**src/rtl/calc_pkg.sv**
```systemverilog
// calc_pkg: shared constants for the calculator input conditioning stage.
package calc_pkg;
  localparam int BTN_C = 0;
  localparam int BTN_L = 1;
  localparam int BTN_U = 2;
  localparam int BTN_R = 3;
  localparam int BTN_D = 4;
  localparam int N_BTN = 5;
  localparam int DEBOUNCE_CYCLES_DEFAULT = 250000;
  localparam int SW_W = 16;
endpackage

```
**src/rtl/btn_debounce.sv**
```systemverilog
// btn_debounce: 2-flop synchroniser, stable-level debouncer and press pulse for one button.
module btn_debounce #(
  parameter int DEBOUNCE_CYCLES = calc_pkg::DEBOUNCE_CYCLES_DEFAULT
) (
  input  logic clk,
  input  logic rst,
  input  logic raw,
  output logic level,
  output logic pulse
);
  import calc_pkg::*;
  localparam int CW = $clog2(DEBOUNCE_CYCLES);
  localparam logic [CW-1:0] LAST = CW'(DEBOUNCE_CYCLES - 1);
  logic s1_q, s2_q, lvl_q, lvl_d, pls_q, pls_d, hit;
  logic [CW-1:0] cnt_q, cnt_d;
  always_ff @(posedge clk or posedge rst) begin
    if (rst) begin
      s1_q  <= 1'b0;
      s2_q  <= 1'b0;
      lvl_q <= 1'b0;
      cnt_q <= '0;
      pls_q <= 1'b0;
    end else begin
      s1_q  <= raw;
      s2_q  <= s1_q;
      lvl_q <= lvl_d;
      cnt_q <= cnt_d;
      pls_q <= pls_d;
    end
  end
  // hit: the synchronised input has disagreed with lvl for DEBOUNCE_CYCLES cycles
  always_comb begin
    hit   = (s2_q != lvl_q) && (cnt_q == LAST);
    cnt_d = (s2_q == lvl_q || hit) ? '0 : cnt_q + 1'b1;
    lvl_d = hit ? s2_q : lvl_q;
    pls_d = hit && s2_q;
  end
  assign level = lvl_q;
  assign pulse = pls_q;
endmodule

```
**src/rtl/calc_input_cond.sv**
```systemverilog
// calc_input_cond: debounces the pushbuttons into levels/press pulses and synchronises the switches.
module calc_input_cond #(
  parameter int N_BTN           = calc_pkg::N_BTN,
  parameter int DEBOUNCE_CYCLES = calc_pkg::DEBOUNCE_CYCLES_DEFAULT
) (
  input  logic                      clk,
  input  logic                      rst,
  input  logic [N_BTN-1:0]          btn_raw,
  input  logic [calc_pkg::SW_W-1:0] sw_raw,
  output logic [N_BTN-1:0]          btn_level,
  output logic [N_BTN-1:0]          btn_pulse,
  output logic [calc_pkg::SW_W-1:0] sw_sync
);
  import calc_pkg::*;
  logic [SW_W-1:0] sw_s1_q, sw_s2_q;
  for (genvar g = 0; g < N_BTN; g++) begin : g_btn
    btn_debounce #(.DEBOUNCE_CYCLES(DEBOUNCE_CYCLES)) u_db (
      .clk  (clk),
      .rst  (rst),
      .raw  (btn_raw[g]),
      .level(btn_level[g]),
      .pulse(btn_pulse[g])
    );
  end
  // switches are levels read by the datapath, so synchronising is enough
  always_ff @(posedge clk or posedge rst) begin
    if (rst) begin
      sw_s1_q <= '0;
      sw_s2_q <= '0;
    end else begin
      sw_s1_q <= sw_raw;
      sw_s2_q <= sw_s1_q;
    end
  end
  assign sw_sync = sw_s2_q;
endmodule

```
**config.mk**
```make
export PLATFORM = sky130hd
export DESIGN_NAME = calc_input_cond
export DESIGN_NICKNAME = d
export VERILOG_FILES = /design/src/rtl/calc_pkg.sv /design/src/rtl/btn_debounce.sv /design/src/rtl/calc_input_cond.sv
export SDC_FILE = /design/constraint.sdc
export NUM_CORES = 1
export LEC_CHECK = 0
export BUFFER_PORTS_ARGS = -buffer_cell sky130_fd_sc_hd__buf_2
export CORE_UTILIZATION = 55
export DETAILED_ROUTE_END_ITERATION = 8
export MAX_ROUTING_LAYER = met4
export PLACE_DENSITY_LB_ADDON = 0.2
export SLEW_MARGIN = 10
export SYNTH_ARGS = -nofsm -noshare
export SYNTH_HDL_FRONTEND = slang
export SYNTH_SLANG_ARGS = --single-unit
```
**constraint.sdc**
```tcl
create_clock -name clk -period 5.81 [get_ports clk]
set_clock_uncertainty 0.2 [all_clocks]
set_input_delay 0.581 -clock clk [delete_from_list [all_inputs] [get_ports clk]]
set_output_delay 0.581 -clock clk [all_outputs]
set_load 0.02 [all_outputs]
```
Word level (Yosys, flattened, before mapping)
Cells that the tools add are included.
Widths: inputs -> output; s select.
{ "classes": {"addsub": 5, "mul": 0, "n_div": 0, "order_cmp": 0, "n_eq_ne": 15, "shifts": 0, "n_mux": 5, "n_bitwise": 0, "reduce_logical": 15} }
{ "op_table": {"columns": ["operator", "count"], "rows": [
  ["$add 18x1->18 const B", 5],
  ["$eq 18x18->1 const B", 5],
  ["$mux 18", 5],
  ["$logic_and 1x1->1", 10],
  ["$eq 1x1->1", 5],
  ["$logic_or 1x1->1", 5],
  ["$ne 1x1->1", 5]
]} }
{ "totals": {"ff_bits": 142, "latch_bits": 0, "ramBits": 0, "mem_bits_ro": 0, "inputBits": 23, "out_inout_bits": 26, "memories": 0} }

Depth between registers and ports, before layout
Gate-level depths: netlist of run 1.
{ "depth": {"word_depth": 4, "depth_mapped": 6, "mapped_depth_nobuf": 5} }

Cells and area by module
Synthesis of run 1 repeated with hierarchy kept, for this count alone.
{ "unflattened": {"hier_cells": 553, "area_unflattened_um2": 6134.6} }
{ "modules_own_cells": {"columns": ["mod", "n_inst", "cells_per_inst", "area_each_um2"], "rows": [
  ["btn_debounce", 5, 104, 1066.0],
  ["calc_input_cond", 1, 33, 804.5]
]} }

Worst setup path after synthesis of run 1
OpenSTA, ideal clock, no wires.
{ "synth_timing": {"path_type": "register -> register", "startpoint": "register g_btn[3].u_db.cnt_q[13]", "endpoint": "register g_btn[3].u_db.lvl_q", "setup_ps": 125, "arrival_time_ps": 1915, "required_time_ps": 5485, "slack_ps": 3570, "stages_incl_launch_ff": 5, "path_cell_list": "dfrtp_1 > or4b_1 > or4_4 > nor2_1 > mux2_2"} }
{ "synth_via": {"elab_chain_len": 2} }
{ "synth_rtl": {"columns": ["element", "line_no", "source"], "rows": [
  ["start: declaration", "btn_debounce.sv:15", "logic [CW-1:0] cnt_q, cnt_d;"],
  ["start signal: assignment", "btn_debounce.sv:27", "cnt_q <= cnt_d;"],
  ["$eq 18x18->1", "btn_debounce.sv:33", "hit = (s2_q != lvl_q) && (cnt_q == LAST);"],
  ["$logic_and 1x1->1", "btn_debounce.sv:33", null],
  ["end signal: assignment", "btn_debounce.sv:26", "lvl_q <= lvl_d;"],
  ["end: declaration", "btn_debounce.sv:14", "logic s1_q, s2_q, lvl_q, lvl_d, pls_q, pls_d, hit;"]
]} }
Every way passes these cells.
A chain may end at the register's enable or synchronous reset.

Worst setup path in the final report of run 1
{ "layout_timing": {"startpoint": "register g_btn[2].u_db.cnt_q[10]", "endpoint": "register g_btn[2].u_db.cnt_q[10]"} }
{ "layout_via": {"elab_chain_len": 4, "elab_cells_between_ends": 5} }
{ "layout_rtl": {"columns": ["element", "line_no", "source"], "rows": [
  ["start: declaration", "btn_debounce.sv:15", null],
  ["start signal: assignment", "btn_debounce.sv:27", null],
  ["parallel branches: the longest is 3 deep, another holds $add 18x1->18", null, null],
  ["$mux 18 *", "btn_debounce.sv:34", "cnt_d = (s2_q == lvl_q || hit) ? '0 : cnt_q + 1'b1;"],
  ["named net g_btn[2].u_db.cnt_d[10]", "btn_debounce.sv:15", null]
]} }
Mark *: on every way through the listed nets, which the timed path passes.

==> results of run 1 <==
[per-stage QoR]
step	setup slack, ns	util, %	hold slack (ns)	total power [mW]
global placement	3.43	60.6	0.131	1.11
finish	3.35	68.3	0.150	2.17
CTS	3.39	68.3	0.146	2.19
floorplan	1.22	-	0.131	1.09
detailed placement	3.40	60.6	0.135	1.11
global route	3.13	68.3	0.156	2.25
[layer usage]
| layer | wire length [microns] | track usage [%] | vias to the layer above |
|---|---|---|---|
| li1 | - | - | 2025 |
| met1 | 4740 | 25.8 | 2083 |
| met2 | 5630 | 36.5 | 62 |
| met3 | 380 | 7.79 | 18 |
| met4 | 186 | 7.73 | 0 |
| met5 | 0 | - | - |
[state kept, by name, summed over array words and instances (netlist names)]
signal and cells:
sw_s1_q 16, g_btn.u_db.level 5, g_btn.u_db.s1_q 5, g_btn.u_db.cnt_q 90, sw_sync 16, g_btn.u_db.s2_q 5
g_btn.u_db.pulse 5
[synthesized netlist by cell type, drive strengths merged, types with 4 or more instances]
cell type / number / share of area, %
nor3: 14 / 1.2
xnor2: 53 / 7.7
nor2: 91 / 5.7
nand2: 22 / 1.4
o21ai: 6 / 0.69
ha: 5 / 1.0
and3: 4 / 0.42
mux2: 5 / 0.94
inv: 14 / 0.88
nor4: 23 / 2.4
nor2b: 5 / 0.52
nor3b: 5 / 0.63
xor2: 22 / 3.2
o31ai: 6 / 0.75
nand3: 34 / 2.8
or4: 12 / 1.6
nand4: 26 / 2.7
buf: 13 / 1.6
and4: 7 / 1.0
a21oi: 9 / 0.75
dfrtp: 142 / 59
[cell usage in the layout (no fill, tap or decap), types with 6 or more instances in the layout]
master | Yosys | layout
nand4_1 | 26 | 26
buf_2 | 2 | 48
dlygate4sd3_1 | 0 | 22
xor2_1 | 22 | 22
nand3_1 | 34 | 34
dfrtp_1 | 142 | 142
a21oi_1 | 9 | 9
nand2_1 | 22 | 22
xnor2_1 | 53 | 53
clkbuf_16 | 0 | 16
and4_1 | 7 | 7
nor4_1 | 23 | 23
nor3_1 | 14 | 14
inv_1 | 14 | 13
o31ai_1 | 6 | 6
or4_1 | 11 | 11
nor2_1 | 91 | 91
[power breakdown]
part	leakage, nW	switching, mW	internal [mW]
clock network	0.283	0.407	0.656
registers	1.87	0.0140	1.01
logic	0.847	0.0497	0.0309
total	3.00	0.470	1.70
[layout make-up]
class	count	area share, %
Multi-Input combinational cell	366	32.0
Tap cell	136	2.38
Clock inverter	13	2.29
Timing Repair Buffer	74	6.87
Clock buffer	19	5.90
Sequential cell	142	49.7
Inverter	14	0.806
[cell families (layout without fill, tap and decap cells)]
| family | Yosys count | after routing |
|---|---|---|
| AND/OR/NAND/NOR | 256 | 256 |
| XOR/XNOR | 75 | 75 |
| flip-flops | 142 | 142 |
| AO/OA/AOI/OAI | 24 | 24 |
| adder cells (fa/ha/maj) | 5 | 5 |
| buffers and inverters | 29 | 120 |
| multiplexers | 6 | 6 |
[path summary, 6_finish.rpt]
| check | from | slack, ns | to |
|---|---|---|---|
| setup / recovery | g_btn[2].u_db.cnt_q[10] | 3.35 | g_btn[2].u_db.cnt_q[10] |
| min in group asynchronous | rst | 0.57 | sw_sync[12] |
| hold / removal | sw_s1_q[6] | 0.15 | sw_sync[6] |
| max in group asynchronous | rst | 3.65 | sw_sync[9] |
| hold reg to reg | sw_s1_q[6] | 0.15 | sw_sync[6] |
| setup reg to reg | g_btn[2].u_db.cnt_q[10] | 3.35 | g_btn[2].u_db.cnt_q[10] |
==> impl_metrics.ini, run 1 <==
[layout]
fill_cells = 787
design_area_sq_um = 7140
multi_input_area_sq_um = 2290
syn_to_final_growth_pct = 19.1
diodes = 0
fin_nets = 643
register_area_sq_um = 3550
drive_gt1_share_pct = 15.1
instances_no_fill = 764

[power_and_ir_drop]
power_density_nw_per_um2 = 304
leakage_nw = 3.00
ir_worst_vdd_mv = 0.364

[drt]
wl_microns = 10900
wire_per_inst_microns = 14.3
postRouteAntennaNets = 0
drcViolationCount = 0
via_per_inst = 5.48
vias = 4188
first_pass_iters = 4
first_iter_violations = 235

[global_route]
gr-total-overflow = 0
grt_pass1_wl_microns = 19000
grt_max_degree = 85
antenna_found_initial = 0
grt_use_total_pct = 22.4
grt_pass1_vias = 4126

[min_path]
holdPathStages = 0
hp-class = flip-flop to flip-flop

[logic_synthesis]
synth_cell_types = 39
synthMuxAreaShare_pct = 1.11
synthXorXnorAreaFrac_pct = 11.0
yosysSeqAreaShare_pct = 59.3
ys_warn_count = 0
synthFlopType = dfrtp_1
async_flop_share_pct = 100
synthAdderAreaFrac_pct = 1.04
synth_top_family_by_area = simple AND/OR/NAND/NOR gates
yosys.area_share.simple_pct = 22.0
syn-cell-area_sq_um = 6000
postSynthNetCount = 565
syn_inst = 537
synth_edf_count = 0
synth_compound_area_share_pct = 3.01
syn_area_per_cell_sq_um = 11.2
ys_seq_elements = 142

[setup_path]
crit_type = flip-flop to flip-flop
cp.required_ns = 6.02
crit_family = compound AO/OA/AOI/OAI gates
cp_slowest_cell = o41ai_2
crit_path_start_kind = flip-flop
cp.arrival_ns = 2.67
cpPeakStageDelay_ns = 0.84
endpoint_kind = flip-flop
crit_chain = nor4_1 -> nand4_1 -> o41ai_2 -> buf_4 -> nor2_1
path_depth = 5
cp_max_fo = 9
crit_buf_inv = 1
reg2reg_depth = 5

[place]
dpl-instance-area_sq_um = 6340
dp.cells = 710
hpwl_microns = 6970
port_buffers = 48
place_congestion = 0.819

[clock_tree]
cts_tree = done
clkLatencyLatePin_ns = 0.53
clock_sinks = 142
cts_resized = 0
clk_pin_slew_ns = 0.06
cts_hold_buf = 22
clockBufferDepth = 2
cts_made_buffers = 17
post_cts_buffers = 0
cts-root-buf = clkbuf_8
h-tree-depth = 4

[die]
start_util_pct = 57.3
die_w_microns = 106
die-area_sq_um = 11300
core-area_sq_um = 10500
die_y_microns = 106
fp-row-count = 37
io_pins = 49

[sta]
fmax_mhz = 407
fin_crit_ns = 2.46
slew_headroom_pct = 28.9
hold_viol = 0
finalCritPeriodShare_pct = 42.3
rsz0062_at_grt = false
setup_viol = 0
drv_slew = 0
worstMarginPinSlew_ns = 1.06
tns_ns = 0

[job]
max_cap_violations = 0

[run_status]
status = complete, no violations
(Power assumes the default switching activity.)
==> run 2: changes to the inputs <==
--- a/config.mk
+++ b/config.mk
@@ -5,6 +5,7 @@
 export SDC_FILE = /design/constraint.sdc
 export NUM_CORES = 1
 export LEC_CHECK = 0
+export ABC_AREA = 1
 export BUFFER_PORTS_ARGS = -buffer_cell sky130_fd_sc_hd__buf_2
 export CORE_UTILIZATION = 55
 export DETAILED_ROUTE_END_ITERATION = 8
==> constraint.sdc (replaced) <==
create_clock -name clk -period 2.3 [get_ports clk]
set_clock_uncertainty 0.2 [all_clocks]
set_input_delay 0.23 -clock clk [delete_from_list [all_inputs] [get_ports clk]]
set_output_delay 0.23 -clock clk [all_outputs]
set_load 0.02 [all_outputs]
==> run 2 against run 1 <==
Against the previous run:
- sequential share of layout area shrank 5.3 points
- largest power group unchanged
- routed wire length grew 21%
- synthesized cell count grew 51%
- register-to-register slack lost 2.9 ns
- critical endpoint is now g_btn[4].u_db.cnt_q[16]
- critical path depth grew 3
- maximum frequency grew 35%
- combinational power grew to 2.7 times the previous value
- setup slack lost 2.9 ns
- global-route usage grew 0.89 points
==> impl_metrics.ini, run 2 <==
[sta]
worstMarginPinSlew_ns = 0.731
whs_ns = 0.145
fin_ws_ns = 0.474
hold_viol = 0
tns_ns = 0
slew_headroom_pct = 51.3
finalCritPeriodShare_pct = 79.4
setup_viol = 0
fmax_mhz = 548
rsz0062_at_grt = false
drv_slew = 0
fin_crit_ns = 1.83

[layout]
syn_to_final_growth_pct = 16.5
diodes = 0
fin_nets = 912
drive_gt1_share_pct = 15.9
largest_reg_flops = 90
final_cell_mix = nand2_1, nor2_1, dfrtp_1
final_common_cell = nand2_1
largest-register = g_btn.u_db.cnt_q

[power_and_ir_drop]
ir_worst_vdd_mv = 0.520
pwr-share-seq_pct = 46.5
leakage_nw = 3.45
switching_power_mw = 1.15
combPwrFrac_pct = 3.9
intPower_mw = 4.44
p_clk_share_pct = 49.6
power_density_nw_per_um2 = 698
netSwitchingFraction_pct = 20.5

[global_route]
met3_usage_pct = 6.00
grt_pass1_wl_microns = 22900
grt-busiest-layer = met2
grt_use_total_pct = 23.3
antenna_found_initial = 0
grt_pass1_vias = 5168
use_met2_pct = 36.3
gr-total-overflow = 0
use_met1_pct = 29.2
grt_max_degree = 143

[die]
die-area_sq_um = 12900
die_w_microns = 114
core-area_sq_um = 12100
io_pins = 49
start_util_pct = 56.7
fp-row-count = 40
die_y_microns = 114

[logic_synthesis]
yosysSeqAreaShare_pct = 51.7
syn_inst = 809
synth_area_leader_cell = dfrtp_1
yosysTopAreaCellShare_pct = 51.7
ys_top_cells_by_count = nand2_1, nor2_1, dfrtp_1
synth_edf_count = 0
postSynthNetCount = 837
syn-cell-area_sq_um = 6870
ys_seq_elements = 142
synth_most_common_cell = nand2_1
synthFlopType = dfrtp_1
synth_area_leaders = dfrtp_1, nand2_1, nor2_1, xor2_1, inv_1
ys_warn_count = 0
syn_area_per_cell_sq_um = 8.49
async_flop_share_pct = 100
synth_cell_types = 28

[setup_path]
r2r_start = g_btn[4].u_db.cnt_q[0]
crit_chain = ha_1 -> nand2_1 -> nor2_2 -> nand2_1 -> nor2_1 -> nand3_1 -> nand2_1 -> nor2_1
crit_path_start_kind = flip-flop
cp.arrival_ns = 1.93
cp.required_ns = 2.40
cpPeakStageDelay_ns = 0.43
r2r-end = g_btn[4].u_db.cnt_q[16]
cp_max_fo = 5
endpoint_kind = flip-flop
crit_type = flip-flop to flip-flop
reg2reg_depth = 8
regToRegSetupSlack_ns = 0.47
cpMostUsedCell = nand2_1
cp_slowest_cell = dfrtp_1

[place]
place_ws_ns = 0.540
hpwl_microns = 9110
port_buffers = 48
place_congestion = 0.911

[drt]
vias = 5249
first_iter_violations = 425
via_per_inst = 4.94
first_pass_iters = 7
wl_microns = 13300
postRouteAntennaNets = 0
drcViolationCount = 0
wire_per_inst_microns = 12.5

[min_path]
hold_end = sw_sync[8]
hold_start = sw_s1_q[8]
holdPathStages = 0
hp-class = flip-flop to flip-flop

[clock_tree]
cts-root-buf = clkbuf_16
clk_pin_slew_ns = 0.05
clockBufferDepth = 2
h-tree-depth = 4
clock_sinks = 142
cts_tree = done
cts_made_buffers = 17
cts_resized = 0
clkLatencyLatePin_ns = 0.42

[job]
max_cap_violations = 0

[run_status]
status = complete, no violations
## run 2: changes by cell type after synthesis, moves of 10 or more
cell / before / now
nand3_2: 0 / 10
nor2_2: 0 / 34
xor2_1: 22 / 40
nor2_1: 91 / 165
nor4_1: 23 / 0
nand3_1: 34 / 49
xnor2_1: 53 / 7
or4_1: 11 / 0
inv_1: 14 / 67
nand2_1: 22 / 212
nand4_1: 26 / 11
o21bai_1: 0 / 12
## run 2: timing repair
item	CTS	global route
hold buffers	22	0
buffers inserted	0	0
endpoints found under the hold margin	163	0
## run 2: critical path, delay by kind of cell, from the launching register on
| family | cells | cell delay (ns) |
|---|---|---|
| and+or+nand+nor | 7 | 0.82 |
| adders and majority gates | 1 | 0.26 |
| DFF | 1 | 0.43 |
## run 2: worst max-delay path by stage
stage	startpoint	end	slack [ns]	cells after the start
2_1_floorplan	rst	g_btn[0].u_db.cnt_q[0]	0.09	1
3_3_place_gp	g_btn[0].u_db.cnt_q[0]	g_btn[0].u_db.cnt_q[10]	0.63	6
3_5_place_dp	g_btn[4].u_db.cnt_q[0]	g_btn[4].u_db.cnt_q[16]	0.54	8
4_1_cts	g_btn[4].u_db.cnt_q[0]	g_btn[4].u_db.cnt_q[16]	0.50	8
5_1_grt	g_btn[4].u_db.cnt_q[0]	g_btn[4].u_db.cnt_q[16]	0.30	8
6_report	g_btn[4].u_db.cnt_q[0]	g_btn[4].u_db.cnt_q[16]	0.47	8
## run 2: per-layer routing
layer	vias to the layer above	part of all wire (%)
met5	-	0
met4	0	1.1
met3	14	4.1
met2	121	48
met1	2463	46
li1	2651	-
## run 2: power by group through the flow
stage | logic [mW] | registers (mW) | clock network (mW)
5_1_grt | 0.245 | 2.60 | 2.94
6_report | 0.216 | 2.60 | 2.77
3_5_place_dp | 0.193 | 2.64 | 0
3_3_place_gp | 0.189 | 2.64 | 0
4_1_cts | 0.222 | 2.60 | 2.82
2_1_floorplan | 0.122 | 2.65 | 0
## run 2: kinds of logic (layout without fill, tap and decap cells)
| logic type | count (synthesis) | after routing | synth area share, % |
|---|---|---|---|
| AOI/OAI and AO/OA | 19 | 19 | 1.82 |
| DFF | 142 | 142 | 51.7 |
| adders and majority gates | 5 | 5 | 0.911 |
| xor gates and xnor gates | 47 | 47 | 5.99 |
| and+or+nand+nor | 510 | 510 | 33.3 |
| buffers and inverters | 86 | 172 | 6.18 |
## run 2: cell type report
class / instances / area, sq um
fillers: 1017 / 4110
flip-flops and latches: 142 / 3550
multi-input cells: 581 / 2890
clock buffers: 23 / 488
repair buffers: 71 / 480
inverters: 71 / 270
well taps: 168 / 210
clock inverters: 7 / 110
## run 2: through the flow
step                      cell area, sq um  power [mW]  util, %  std cells
after floorplan                       6870        2.77        -        809
after global placement                7180        2.83     59.3       1011
after detailed placement              7180        2.83     59.3       1011
after CTS                             8000        5.64     66.1       1063
after global routing                  8000        5.79     66.1       1063
final                                 8000        5.58     66.1       1063
